--- src/rtl/wb_regfile_if.sv ---
// wb_regfile_if: MEM/WB, decode read, CP0 and debug trace signals of the writeback stage
interface wb_regfile_if;
   logic        mem_stall;
   logic        memwb_mem_r;
   logic        memwb_reg_w;
   logic [3:0]  reg_byte_w_en;
   logic [4:0]  memwb_rd_addr;
   logic [31:0] memwb_memdata;
   logic [31:0] memwb_exdata;
   logic [31:0] aligned_rt_data;
   logic [4:0]  memwb_cp0_dst_addr;
   logic        memwb_cp0_w_en;
   logic [31:0] memwb_inst;
   logic [4:0]  rs_addr;
   logic [4:0]  rt_addr;
   logic [31:0] rs_data;
   logic [31:0] rt_data;
   logic        cp0_w_en;
   logic [4:0]  cp0_waddr;
   logic [31:0] cp0_wdata;
   logic [31:0] retire_cnt;
   logic [3:0]  debug_wb_rf_wen;
   logic [4:0]  debug_wb_rf_wnum;
   logic [31:0] debug_wb_rf_wdata;

   modport master (
      output mem_stall, memwb_mem_r, memwb_reg_w, reg_byte_w_en, memwb_rd_addr,
             memwb_memdata, memwb_exdata, aligned_rt_data, memwb_cp0_dst_addr,
             memwb_cp0_w_en, memwb_inst, rs_addr, rt_addr,
      input  rs_data, rt_data, cp0_w_en, cp0_waddr, cp0_wdata, retire_cnt,
             debug_wb_rf_wen, debug_wb_rf_wnum, debug_wb_rf_wdata
   );

   modport slave (
      input  mem_stall, memwb_mem_r, memwb_reg_w, reg_byte_w_en, memwb_rd_addr,
             memwb_memdata, memwb_exdata, aligned_rt_data, memwb_cp0_dst_addr,
             memwb_cp0_w_en, memwb_inst, rs_addr, rt_addr,
      output rs_data, rt_data, cp0_w_en, cp0_waddr, cp0_wdata, retire_cnt,
             debug_wb_rf_wen, debug_wb_rf_wnum, debug_wb_rf_wdata
   );
endinterface

--- src/rtl/wb_regfile.sv ---
// wb_regfile: writeback stage with byte-lane merge, bypassed 32x32 GPR file and exactly-once commit
module wb_regfile (
   input  logic        clk,
   input  logic        resetn,
   wb_regfile_if.slave bus
);
   logic [31:0] gpr [1:31];
   logic        committed;
   logic [31:0] cnt;
   logic        fire;
   logic        wr;
   logic [31:0] base;
   logic [31:0] wdata;

   // an instruction held by a stall was already committed on its first cycle
   assign fire = resetn & ~committed;
   assign base = bus.memwb_mem_r ? bus.memwb_memdata : bus.memwb_exdata;
   assign wr   = fire & bus.memwb_reg_w & (|bus.memwb_rd_addr) & (|bus.reg_byte_w_en);

   // byte-lane merge: unwritten lanes keep the rt value so LWL/LWR write a full word
   always_comb begin
      wdata = bus.aligned_rt_data;
      for (int k = 0; k < 4; k++)
         if (bus.reg_byte_w_en[k]) wdata[8*k +: 8] = base[8*k +: 8];
   end

   // read ports: $0 is hardwired, a same-cycle write is forwarded ahead of the array
   always_comb begin
      bus.rs_data = ~|bus.rs_addr ? 32'h0 :
                    (wr && bus.rs_addr == bus.memwb_rd_addr) ? wdata : gpr[bus.rs_addr];
      bus.rt_data = ~|bus.rt_addr ? 32'h0 :
                    (wr && bus.rt_addr == bus.memwb_rd_addr) ? wdata : gpr[bus.rt_addr];
   end

   assign bus.cp0_w_en          = fire & bus.memwb_cp0_w_en;
   assign bus.cp0_waddr         = bus.memwb_cp0_dst_addr;
   assign bus.cp0_wdata         = bus.aligned_rt_data;
   assign bus.retire_cnt        = cnt;
   assign bus.debug_wb_rf_wen   = wr ? bus.reg_byte_w_en : 4'b0;
   assign bus.debug_wb_rf_wnum  = bus.memwb_rd_addr;
   assign bus.debug_wb_rf_wdata = wdata;

   // register file: cleared on reset, written once per committed instruction
   always_ff @(posedge clk) begin
      if (!resetn)
         for (int k = 1; k < 32; k++) gpr[k] <= 32'h0;
      else if (wr)
         gpr[bus.memwb_rd_addr] <= wdata;
   end

   // commit tracking and retired-instruction counter (bubbles do not count)
   always_ff @(posedge clk) begin
      if (!resetn) begin
         committed <= 1'b0;
         cnt       <= 32'h0;
      end else begin
         committed <= bus.mem_stall;
         if (fire && |bus.memwb_inst) cnt <= cnt + 32'h1;
      end
   end
endmodule

--- src/flat_wrapper.sv ---
// flat-port wrapper written by rule: the top's interface ports become plain ports
module wb_regfile_flat 
  (clk, resetn, bus_mem_stall, bus_memwb_mem_r, bus_memwb_reg_w, bus_reg_byte_w_en, bus_memwb_rd_addr, bus_memwb_memdata, bus_memwb_exdata, bus_aligned_rt_data, bus_memwb_cp0_dst_addr, bus_memwb_cp0_w_en, bus_memwb_inst, bus_rs_addr, bus_rt_addr, bus_rs_data, bus_rt_data, bus_cp0_w_en, bus_cp0_waddr, bus_cp0_wdata, bus_retire_cnt, bus_debug_wb_rf_wen, bus_debug_wb_rf_wnum, bus_debug_wb_rf_wdata);
  wb_regfile_if bus_i ();
  input  logic clk;
  input  logic resetn;
  input wire logic [$bits(bus_i.mem_stall)-1:0] bus_mem_stall;
  input wire logic [$bits(bus_i.memwb_mem_r)-1:0] bus_memwb_mem_r;
  input wire logic [$bits(bus_i.memwb_reg_w)-1:0] bus_memwb_reg_w;
  input wire logic [$bits(bus_i.reg_byte_w_en)-1:0] bus_reg_byte_w_en;
  input wire logic [$bits(bus_i.memwb_rd_addr)-1:0] bus_memwb_rd_addr;
  input wire logic [$bits(bus_i.memwb_memdata)-1:0] bus_memwb_memdata;
  input wire logic [$bits(bus_i.memwb_exdata)-1:0] bus_memwb_exdata;
  input wire logic [$bits(bus_i.aligned_rt_data)-1:0] bus_aligned_rt_data;
  input wire logic [$bits(bus_i.memwb_cp0_dst_addr)-1:0] bus_memwb_cp0_dst_addr;
  input wire logic [$bits(bus_i.memwb_cp0_w_en)-1:0] bus_memwb_cp0_w_en;
  input wire logic [$bits(bus_i.memwb_inst)-1:0] bus_memwb_inst;
  input wire logic [$bits(bus_i.rs_addr)-1:0] bus_rs_addr;
  input wire logic [$bits(bus_i.rt_addr)-1:0] bus_rt_addr;
  output wire logic [$bits(bus_i.rs_data)-1:0] bus_rs_data;
  output wire logic [$bits(bus_i.rt_data)-1:0] bus_rt_data;
  output wire logic [$bits(bus_i.cp0_w_en)-1:0] bus_cp0_w_en;
  output wire logic [$bits(bus_i.cp0_waddr)-1:0] bus_cp0_waddr;
  output wire logic [$bits(bus_i.cp0_wdata)-1:0] bus_cp0_wdata;
  output wire logic [$bits(bus_i.retire_cnt)-1:0] bus_retire_cnt;
  output wire logic [$bits(bus_i.debug_wb_rf_wen)-1:0] bus_debug_wb_rf_wen;
  output wire logic [$bits(bus_i.debug_wb_rf_wnum)-1:0] bus_debug_wb_rf_wnum;
  output wire logic [$bits(bus_i.debug_wb_rf_wdata)-1:0] bus_debug_wb_rf_wdata;
  assign bus_i.mem_stall = bus_mem_stall;
  assign bus_i.memwb_mem_r = bus_memwb_mem_r;
  assign bus_i.memwb_reg_w = bus_memwb_reg_w;
  assign bus_i.reg_byte_w_en = bus_reg_byte_w_en;
  assign bus_i.memwb_rd_addr = bus_memwb_rd_addr;
  assign bus_i.memwb_memdata = bus_memwb_memdata;
  assign bus_i.memwb_exdata = bus_memwb_exdata;
  assign bus_i.aligned_rt_data = bus_aligned_rt_data;
  assign bus_i.memwb_cp0_dst_addr = bus_memwb_cp0_dst_addr;
  assign bus_i.memwb_cp0_w_en = bus_memwb_cp0_w_en;
  assign bus_i.memwb_inst = bus_memwb_inst;
  assign bus_i.rs_addr = bus_rs_addr;
  assign bus_i.rt_addr = bus_rt_addr;
  assign bus_rs_data = bus_i.rs_data;
  assign bus_rt_data = bus_i.rt_data;
  assign bus_cp0_w_en = bus_i.cp0_w_en;
  assign bus_cp0_waddr = bus_i.cp0_waddr;
  assign bus_cp0_wdata = bus_i.cp0_wdata;
  assign bus_retire_cnt = bus_i.retire_cnt;
  assign bus_debug_wb_rf_wen = bus_i.debug_wb_rf_wen;
  assign bus_debug_wb_rf_wnum = bus_i.debug_wb_rf_wnum;
  assign bus_debug_wb_rf_wdata = bus_i.debug_wb_rf_wdata;
  wb_regfile u_core (.clk(clk), .resetn(resetn), .bus(bus_i));
endmodule
--- config.mk ---
export PLATFORM = sky130hd
export DESIGN_NAME = wb_regfile_flat
export DESIGN_NICKNAME = d
export VERILOG_FILES = /design/src/rtl/wb_regfile_if.sv /design/src/rtl/wb_regfile.sv /design/src/flat_wrapper.sv
export SDC_FILE = /design/constraint.sdc
export NUM_CORES = 2
export LEC_CHECK = 0
export ABC_AREA = 1
export CAP_MARGIN = 0
export CORE_MARGIN = 3
export CORE_UTILIZATION = 35
export DETAILED_ROUTE_END_ITERATION = 8
export HOLD_SLACK_MARGIN = 0.02
export PLACE_DENSITY_LB_ADDON = 0.25
export SLEW_MARGIN = 20
export SYNTH_ARGS = -nofsm -noshare
export SYNTH_HDL_FRONTEND = slang
export SYNTH_SLANG_ARGS = --single-unit
--- constraint.sdc ---
create_clock -name clk -period 6.1 [get_ports clk]
set_input_delay 0.915 -clock clk [delete_from_list [all_inputs] [get_ports clk]]
set_output_delay 0.915 -clock clk [all_outputs]
set_load 0.005 [all_outputs]
# Word level (Yosys, flattened, before mapping)
# Memories as Yosys holds them, arrays and structs flattened.
# Index checks and enable logic that the tools add are counted.
# word_totals
input_bits,158
word_cells,38
reg_bits,33
mem_bits_rw,992
out_inout_bits,175
mem_count,1
# op_classes
muxes,17
n_bitwise,6
eq_ne,2
n_reduce_logical,9
addsub,1
# memory_table
memory,depth,word_bits,read_ports,rd_ports_with_merged_regs,wr,line,rtl
u_core.gpr,31,32,2,0,31,wb_regfile.sv:7,logic [31:0] gpr [1:31];
# ops
operator,n
two-way mux 32 bit,6
OR reduction 32 bit,2
"adder 32 x 1 -> 32 bit, second input constant",1
two-way mux 8 bit,4
OR reduction 5 bit,3
equality test 5 bit,2
AND 1 bit,5
two-way mux 1 bit,5
two-way mux 5 bit,1
two-way mux 4 bit,1
OR reduction 4 bit,1
logical AND 1 bit,3
inverter 1 bit,1

# Longest topological paths before layout
# logic_depth
depth_word,10
ltp_mapped,13
ltp_nobuf,10

# Worst setup path before layout
# No wires, ideal clock.
# synth_path
path_type,input to register
startpoint,in resetn
endpoint,"mem u_core.gpr[18][0], enable pin"
required_time_ps,5711
arrival_ps,2749
slack_ps,2962
setup_ps,389
path_stages,8
n_path_buf,2
cell_sequence,buf_2 > nand2_1 > nor2_2 > nand3_4 > nor3_4 > nand2_1 > buf_2 > nand2_1
# synth_rtl
element,line,rtl
start: declaration,flat_wrapper.sv:6,input logic resetn;
end: declaration,wb_regfile.sv:7,

# Worst setup path after layout
# layout_path
startpoint,in bus_memwb_rd_addr[1]
endpoint,out bus_rt_data[26]
# layout_via
elab_chain_cells,6
elab_cells_between_ends,7
cone_classes,1 x eq/ne; 2 x mux; 2 x bitwise; 2 x reduce/logical
# layout_rtl
element,line,rtl
start: declaration,flat_wrapper.sv:11,input wire logic [$bits(bus_i.memwb_rd_addr)-1:0] bus_memwb_rd_addr;
OR reduction 5 bit,wb_regfile.sv:18,assign wr = fire & bus.memwb_reg_w & (|bus.memwb_rd_addr) & (|bus.reg_byte_w_en);
AND 1 bit (2 in a row),wb_regfile.sv:18,
logical AND 1 bit *,wb_regfile.sv:32,(wr && bus.rt_addr == bus.memwb_rd_addr) ? wdata : gpr[bus.rt_addr];
two-way mux 32 bit *,wb_regfile.sv:32,
two-way mux 32 bit *,wb_regfile.sv:31,bus.rt_data = ~|bus.rt_addr ? 32'h0 :
end: declaration,flat_wrapper.sv:21,output wire logic [$bits(bus_i.rt_data)-1:0] bus_rt_data;
# Mark *: on every way between the ends. The rest lies on a longest branch, timed or not.

==> reports/results.txt <==
Final Hold Viols: 0
crit path max fanout: 20
Final period util: 91.3%
cell leakage power: 30.9 nW
1st-iter DRT viols: 8641
Clk Latency, worst-skew pair: 0.77 ns
Worst Path Arrival: 4.66 ns
Final Power: 18.3 mW
wire per inst: 26.7 um
Synth Flop Type: edfxtp_1
nets: 8428
PortBufs: 322
Die Width: 428 um
Seq/Total Area, Yosys: 50.5%
Seq cells post-synth: 1057
total wire length: 286000 um
most frequent cells in the layout: 1993 x nand2_1, 1334 x nor2_1, 1163 x nand3_1
Syn Area/Cell: 7.51 um^2
core box area: 0.176 mm^2
pwr dens: 256 mW/mm^2
Setup Fix Bufs, Post-CTS: 0
most common cell after layout, fill and taps aside: nand2_1
Clk pin slew, worst setup/hold paths: 0.06 ns
Root Driver: clkbuf_16
largest net degree at the start of global routing: 116
Synth Area in Adders: 0.0201%
first-pass GRT wire length: 403000 um
RSZ-0062 raised after global routing: false
Finished Core Util: 40.5%
Synth Area in Simple Gates: 30.6%
Vias/cell: 5.64
gr ovfl total: 0
WHS: 0.502 ns
Die ar.: 0.183 mm^2
mux contribution to synthesized area: 0%
status: finished clean
Max-slew headroom: 24.1%
GRT Util Overall: 30.5%
Ys Warns: 0
clock sinks: 1057
Worst Max-Slew Pin Slew: 1.13 ns
number of synthesized flops with an enable pin: 1024
fin crit period: 5.57 ns
clk buf depth: 3
Worst setup EP type: output port
worst path required time: 5.18 ns
startpoint types: primary input
vias in the first global route: 56100
CTS resizes: 0
hold buffers post-CTS: 0
HPWL after DPL: 179000 um
Peak VDD IR: 0.238 mV
synth unique cells: 33
DRC: 0
post-route ant nets: 0
Place WS: 0.832 ns
H-Tree Depth: 3
Slew Viols, Final: 0
Detailed Routing Iterations Pass 1: 7
Max Cap Viol: 0
chip height: 428 um
row count: 154
RePlAce Congestion: 0.961
Max Fclk: 179 MHz
Syn Inst Count: 8286
largest family of logic cells by synthesized area: simple AND/OR/NAND/NOR gates
antenna violations before repair: 18
Setup violations, final: 0
worst clock skew: 0.0227 ns
Setup TNS: 0 ns
routed vias: 60400
Initial Utilization: 35.3%
TritonCTS clock tree: yes
compound-gate portion of the synthesized area: 8.00%
Hold Path Class: reg -> reg
IO Pins: 333
post-route setup slack: 0.528 ns
Crit Path Class: in -> out
area grow syn2layout: 14.7%
synthesized cell area: 0.0622 mm^2
share of post-route cells with drive strength above 1: 6.23%
xor and xnor area share after synthesis: 0.324%
Num CTS Buffers: 118
ys async rst share: 0%
registers in the layout, summed over array words and instances (netlist names):
register / flops
u_core.committed: 1
u_core.gpr: 1024
u_core.bus.retire_cnt: 32
cell families (layout without fill, tap and decap cells):
family,count (synthesis),count (layout)
AOI/OAI and AO/OA,971,971
xor gates and xnor gates,23,23
adders and majority gates,1,1
buffers and inverters,1620,1667
DFF,1057,1057
other,1,40
and+or+nand+nor,4613,4613
power breakdown:
part	switching (mW)	internal, mW	total (mW)
clock	3.16	3.76	6.92
combinational	2.28	0.822	3.10
sequential	0.0820	8.16	8.24
cells in the mapped netlist (2+ instances only):
cell type,n,area (um^2)
buf_6,2,22.5
buf_2,263,1320
o211ai_1,45,338
o21ai_0,431,2160
dfxtp_1,33,661
nor3_4,3,48.8
inv_1,904,3390
nand3b_1,3,22.5
nand3_1,1163,5820
or2_2,56,350
edfxtp_1,1024,30700
nand4_1,5,31.3
xnor2_1,6,52.6
nand2_2,7,43.8
o21ai_1,42,210
nor3_1,18,90.1
nor2_1,1339,5030
clkbuf_1,324,1220
buf_1,73,274
nand2_1,2013,7560
nor2_2,2,12.5
xor2_1,17,149
clkinv_1,2,7.51
nor3_2,2,20.0
buf_4,45,338
inv_2,7,26.3
a21oi_1,451,2260
path summary, 6_finish.rpt:
check | start | end | slack (ns) | cells after the start
setup / recovery | bus_memwb_rd_addr[1] | bus_rt_data[26] | 0.53 | 11
hold / removal | u_core.bus.retire_cnt[31] | u_core.bus.retire_cnt[31] | 0.50 | 2
setup reg to reg | u_core.committed | u_core.gpr[7][28] | 2.44 | 9
hold reg to reg | u_core.bus.retire_cnt[31] | u_core.bus.retire_cnt[31] | 0.50 | 2
critical path, cell delays in order:
cell,delay (ns)
clkdlybuf4s50_1,0.85
nor2_1,0.21
nand2_1,0.30
nand3_4,0.11
inv_2,0.36
nand2_1,0.68
buf_4,0.47
nand3_1,0.11
nand2_1,0.07
inv_1,0.06
clkdlybuf4s50_1,0.49
area by class of cell:
| cell class | instances | area (um^2) |
|---|---|---|
| Tap cell | 2340 | 2930 |
| Antenna cell | 8 | 20.0 |
| Fill cell | 17800 | 105000 |
| Clock buffer | 143 | 3070 |
| Sequential cell | 1057 | 31400 |
| Clock inverter | 72 | 513 |
| Inverter | 913 | 3450 |
| Multi-Input combinational cell | 5640 | 24800 |
| Timing Repair Buffer | 539 | 5220 |
per-layer routing:
layer	routed length [um]	share of wire (%)	track usage [%]	vias to the layer above
met5	107	0.037	0	-
met4	28900	10	26.1	18
met3	33400	12	6.73	915
met2	122000	43	45.6	4215
met1	102000	36	37.4	28600
li1	-	-	-	26600
stage by stage:
stage / std cells / cell area, um^2
6_report: 10700 / 71400
3_5_place_dp: 10500 / 67800
3_3_place_gp: 10500 / 67800
2_1_floorplan: 8317 / 62400
5_1_grt: 10700 / 71400
4_1_cts: 10700 / 71400
No activity file was read; power rests on OpenSTA's default activity.
